--- config.mk ---
export PLATFORM = sky130hd
export DESIGN_NAME = data_memory_arbiter
export DESIGN_NICKNAME = d
export VERILOG_FILES = /design/src/rtl/data_memory_arbiter_pkg.sv /design/src/rtl/dmem_rr_picker.sv /design/src/rtl/data_memory_arbiter.sv
export SDC_FILE = /design/constraint.sdc
export NUM_CORES = 1
export LEC_CHECK = 0
export CAP_MARGIN = 40
export CORE_AREA = 2 2 125 127
export CTS_BUF_LIST = sky130_fd_sc_hd__clkbuf_4 sky130_fd_sc_hd__clkbuf_8 sky130_fd_sc_hd__clkbuf_16
export DETAILED_ROUTE_END_ITERATION = 7
export DIE_AREA = 0 0 127 129
export PLACE_DENSITY_LB_ADDON = 0.3
export SYNTH_ARGS = -nofsm -noshare
export SYNTH_HDL_FRONTEND = slang
export SYNTH_SLANG_ARGS = --single-unit
export TNS_END_PERCENT = 30
--- constraint.sdc ---
create_clock -name pll_1_200MHz -period 4.1 [get_ports pll_1_200MHz]
set_input_delay 0.82 -clock pll_1_200MHz [delete_from_list [all_inputs] [get_ports pll_1_200MHz]]
set_output_delay 0.82 -clock pll_1_200MHz [all_outputs]
set_load 0.03 [all_outputs]
--- src/rtl/data_memory_arbiter_pkg.sv ---
// Shared types and constants for the two-port data-memory arbiter.
// Optional build macro: DATA_MEMORY_ARBITER_CORE_PRIORITY_EN.
package data_memory_arbiter_pkg;

   typedef enum logic [1:0] {
      IDLE   = 2'd0,
      ACCESS = 2'd1,
      DONE   = 2'd2
   } state_t;

   localparam logic PORT_CORE   = 1'b0;
   localparam logic PORT_LOADER = 1'b1;

   localparam int DEF_ADDR_W = 32;
   localparam int DEF_DATA_W = 32;

   function automatic logic [1:0] port_onehot(input logic p);
      return p ? 2'b10 : 2'b01;
   endfunction

endpackage

--- src/rtl/dmem_rr_picker.sv ---
// Winner select for the two requesters: round-robin, or fixed core
// priority when DATA_MEMORY_ARBITER_CORE_PRIORITY_EN is defined.
module dmem_rr_picker
   import data_memory_arbiter_pkg::*;
(
   input  logic [1:0] req,
   input  logic       last,
   output logic       winner,
   output logic       any
);

`ifdef DATA_MEMORY_ARBITER_CORE_PRIORITY_EN
   logic unused_last;
   assign unused_last = last;
`endif

   always_comb begin
      any    = |req;
      winner = PORT_CORE;
      case (req)
         2'b10: winner = PORT_LOADER;
`ifdef DATA_MEMORY_ARBITER_CORE_PRIORITY_EN
         2'b11: winner = PORT_CORE;
`else
         2'b11: winner = ~last;
`endif
         default: winner = PORT_CORE;
      endcase
   end

endmodule

--- src/rtl/data_memory_arbiter.sv ---
// Two-port data-memory arbiter: IDLE -> ACCESS -> DONE, one access per 3 cycles.
// Build macro DATA_MEMORY_ARBITER_CORE_PRIORITY_EN selects fixed core priority.
module data_memory_arbiter
   import data_memory_arbiter_pkg::*;
#(
   parameter int ADDR_W = DEF_ADDR_W,
   parameter int DATA_W = DEF_DATA_W
) (
   input  logic                pll_1_200MHz,
   input  logic                system_reset,
   input  logic [1:0]          req_i,
   input  logic [1:0]          we_i,
   input  logic [2*ADDR_W-1:0] addr_i,
   input  logic [2*DATA_W-1:0] wdata_i,
   output logic [1:0]          done_o,
   output logic [DATA_W-1:0]   rdata_o,
   output logic                busy_o,
   output logic                mem_read,
   output logic                mem_write,
   output logic [ADDR_W-1:0]   address,
   output logic [DATA_W-1:0]   write_data,
   input  logic [DATA_W-1:0]   read_data
);

   state_t              state;
   state_t              state_nx;
   logic                lat_we;
   logic                lat_win;
   logic                last;
   logic [ADDR_W-1:0]   lat_addr;
   logic [DATA_W-1:0]   lat_wdata;
   logic [DATA_W-1:0]   rdata;
   logic                pick;
   logic                any;

   dmem_rr_picker u_pick (
      .req    (req_i),
      .last   (last),
      .winner (pick),
      .any    (any)
   );

   always_ff @(posedge pll_1_200MHz or posedge system_reset) begin
      if (system_reset) state <= IDLE;
      else              state <= state_nx;
   end

   always_comb begin
      state_nx = IDLE;
      case (state)
         IDLE:    state_nx = any ? ACCESS : IDLE;
         ACCESS:  state_nx = DONE;
         DONE:    state_nx = IDLE;
         default: state_nx = IDLE;
      endcase
   end

   // Request latch and last-winner only move on the IDLE -> ACCESS edge.
   always_ff @(posedge pll_1_200MHz or posedge system_reset) begin
      if (system_reset) begin
         lat_we    <= 1'b0;
         lat_win   <= PORT_CORE;
         lat_addr  <= '0;
         lat_wdata <= '0;
         last      <= PORT_LOADER;
         rdata     <= '0;
      end else begin
         if (state == IDLE && any) begin
            lat_we    <= we_i[pick];
            lat_win   <= pick;
            lat_addr  <= pick ? addr_i[2*ADDR_W-1:ADDR_W]
                              : addr_i[ADDR_W-1:0];
            lat_wdata <= pick ? wdata_i[2*DATA_W-1:DATA_W]
                              : wdata_i[DATA_W-1:0];
            last      <= pick;
         end
         if (state == ACCESS && !lat_we) rdata <= read_data;
      end
   end

   always_comb begin
      done_o     = 2'b00;
      busy_o     = 1'b0;
      mem_read   = 1'b0;
      mem_write  = 1'b0;
      address    = '0;
      write_data = '0;
      case (state)
         ACCESS: begin
            busy_o     = 1'b1;
            mem_write  = lat_we;
            mem_read   = ~lat_we;
            address    = lat_addr;
            write_data = lat_wdata;
         end
         DONE: begin
            busy_o = 1'b1;
            done_o = port_onehot(lat_win);
         end
         default: ;
      endcase
   end

   assign rdata_o = rdata;

endmodule

==> impl_metrics.env <==
export IMPL_grt_pass1_vias=4706
export IMPL_avgSynthCellArea_um2=9.98
export IMPL_start_util=0.343
export IMPL_synth_fa_ha_area_frac=0.00975
export IMPL_max_freq_mhz=289
export IMPL_min_period_ps=3460
export IMPL_hold_class="reg2reg"
export IMPL_hold_start="rdata_o[24]"
export IMPL_rrSetupSlack_ps=1820
export IMPL_synth_cells=514
export IMPL_io_pins=267
export IMPL_clk_path_buf_depth=2
export IMPL_finalMaxSlewViolations=0
export IMPL_cts_resized=0
export IMPL_drt_pass1_iter_count=4
export IMPL_crit_end="address[26]"
export IMPL_fp_row_count=45
export IMPL_seq_area_frac_synth=0.493
export IMPL_mostFrequentLayoutCells="266 x clkdlybuf4s50_1, 100 x dfrtp_1, 80 x a21oi_2"
export IMPL_cts_buffers=9
export IMPL_cp_startpoint="state[1]"
export IMPL_drt_total_wl_um=15200
export IMPL_wl_per_cell_um=15.9
export IMPL_ys_ff_latch=101
export IMPL_grt_pass1_wl_um=23800
export IMPL_clk_latency_ps=340
export IMPL_rsz0062_at_grt="no"
export IMPL_gp_congestion=0.809
export IMPL_cp_arrival_ps=2640
export IMPL_critPathLaunchType="register"
export IMPL_end_kind="output port"
export IMPL_synth_xor_area_frac=0
export IMPL_setup_viol=0
export IMPL_antenna_left=0
export IMPL_mostFrequentLayoutCell="clkdlybuf4s50_1"
export IMPL_overflow=0
export IMPL_netlist_area_um2=5130
export IMPL_grtUsageTotal=0.183
export IMPL_final_nets=933
export IMPL_fin_crit_sh=0.844
export IMPL_fin_cells=956
export IMPL_synth_top_family_by_area="compound AO/OA/AOI/OAI gates"
export IMPL_drive_gt1_frac=0.191
export IMPL_status="completed"
export IMPL_port_buffers=266
export IMPL_synth_cell_types=22
export IMPL_cts_sinks=101
export IMPL_clock_tree_root_cell="clkbuf_16"
export IMPL_cts_tree="done"
export IMPL_post_place_cells=940
export IMPL_powerDensity_nw_per_um2=794
export IMPL_antenna_found_initial=0
export IMPL_die_area_um2=16400
export IMPL_reg2regPathDepth=5
export IMPL_yosys_area_top_type="dfrtp_1"
export IMPL_postCtsSetupRepairBufs=0
export IMPL_grt_max_degree=53
export IMPL_synth_compound_area_frac=0.195
export IMPL_total_leakage_power_nw=3.27
export IMPL_synth_mux_area_frac=0.0702
export IMPL_yosys_warnings=0
export IMPL_synth_area_leaders="dfrtp_1 49%, a21oi_2 14%, and2_1 8.0%"
export IMPL_die_x_um=127
export IMPL_clk_pin_slew_ps=70
export IMPL_drt_iter0_markers=166
export IMPL_tightest_slew_ps=711
export IMPL_netlist_area_leader_share=0.488
export IMPL_num_antenna_cells=0
export IMPL_finClkSkew_ps=9.53
export IMPL_timing_rr_start="state[1]"
export IMPL_coreArea_um2=15000
export IMPL_r2r_end="rdata_o[17]"
export IMPL_cts_hold_buf=0
export IMPL_htreeDepth=3
export IMPL_syn_num_nets=684
export IMPL_drc=0
export IMPL_critPathRequiredTime_ps=3280
export IMPL_dieHeight_um=129
export IMPL_peakVddDrop_mv=0.319
export IMPL_synthSimpleGateAreaFrac=0.178
export IMPL_syn_to_final_growth_pct=59.5
export IMPL_dpl_hpwl_um=11300
export IMPL_worstPathMaxFanout=41
export IMPL_via_count=4533
export IMPL_viasPerCell=4.74
export IMPL_setup_tns_ps=0
export IMPL_max_cap_violations=0
export IMPL_relSlewSlack=0.526
export IMPL_hold_violations=0
export IMPL_crit_type="reg2out"
cells by family after synthesis:
kind of cell    after synthesis
fa+ha+maj                     4
simple gates                198
buf+inv                      43
mux                          32
flops                       101
compound gates              136
registers in the layout, summed over array words and instances, names as in the netlist:
| name | flops |
|---|---|
| lat_wdata | 32 |
| last | 1 |
| lat_addr | 32 |
| lat_win | 1 |
| lat_we | 1 |
| rdata_o | 32 |
| state | 2 |
worst min-delay path by stage:
stage / depth (start not counted) / endpoint / slack [ps]
2_1_floorplan: 2 / lat_addr[0] / 480
3_3_place_gp: 1 / rdata_o[3] / 490
3_5_place_dp: 1 / rdata_o[24] / 500
4_1_cts: 1 / rdata_o[24] / 510
5_1_grt: 1 / rdata_o[26] / 530
6_report: 1 / rdata_o[24] / 510
through the flow:
| step | instance area, um^2 | hold slack (ps) | utilization | total power, W | setup WS [ps] |
|---|---|---|---|---|---|
| after floorplan | 5130 | 480 | - | 0.00429 | 635 |
| after global placement | 7880 | 488 | 0.526 | 0.00565 | 1050 |
| after detailed placement | 7900 | 495 | 0.528 | 0.00576 | 990 |
| after CTS | 8180 | 512 | 0.546 | 0.00658 | 605 |
| after global routing | 8180 | 532 | 0.546 | 0.00693 | 478 |
| final | 8180 | 507 | 0.546 | 0.00650 | 640 |
power by group:
| group | internal [W] | switching, W | leakage, nW | total [W] |
|---|---|---|---|---|
| registers | 0.00152 | 0.000256 | 1.15 | 0.00177 |
| clock network | 0.000424 | 0.000378 | 0.137 | 0.000802 |
| logic | 0.00170 | 0.00222 | 1.98 | 0.00392 |
| total | 0.00364 | 0.00286 | 3.27 | 0.00650 |
cell type report:
type	count	area (um^2)
inverters	4	17.5
clock inverters	6	47.5
fillers	1294	6790
multi-input cells	370	2340
clock buffers	10	233
well taps	188	235
repair buffers	277	2780
flip-flops and latches	101	2530
critical path, stage by stage, from the launching register on:
cell and delay, ps:
dfrtp_1 380, inv_1 110, ha_2 590, buf_4 350
and2_1 170, clkdlybuf4s50_1 680
layer usage:
| metal | vias to the layer above | track usage | routed length, um |
|---|---|---|---|
| met4 | 0 | 0.0569 | 223 |
| met1 | 2136 | 0.219 | 6340 |
| li1 | 2189 | - | - |
| met5 | - | 0 | 0 |
| met2 | 190 | 0.329 | 7490 |
| met3 | 18 | 0.0428 | 1130 |
synthesized netlist by cell type:
master,number
a21oi_2,80
dfstp_2,1
a21bo_1,1
buf_4,12
and2_1,66
nor2b_1,2
buf_8,4
o21ai_2,1
buf_6,1
clkbuf_1,7
a21boi_2,1
inv_1,3
mux2_2,32
nand2_1,65
a22o_1,1
nor2_1,65
dfrtp_1,100
buf_2,15
ha_1,4
a31oi_1,1
a21oi_1,51
inv_2,1
Note: power is estimated with default switching activity, not from simulation.
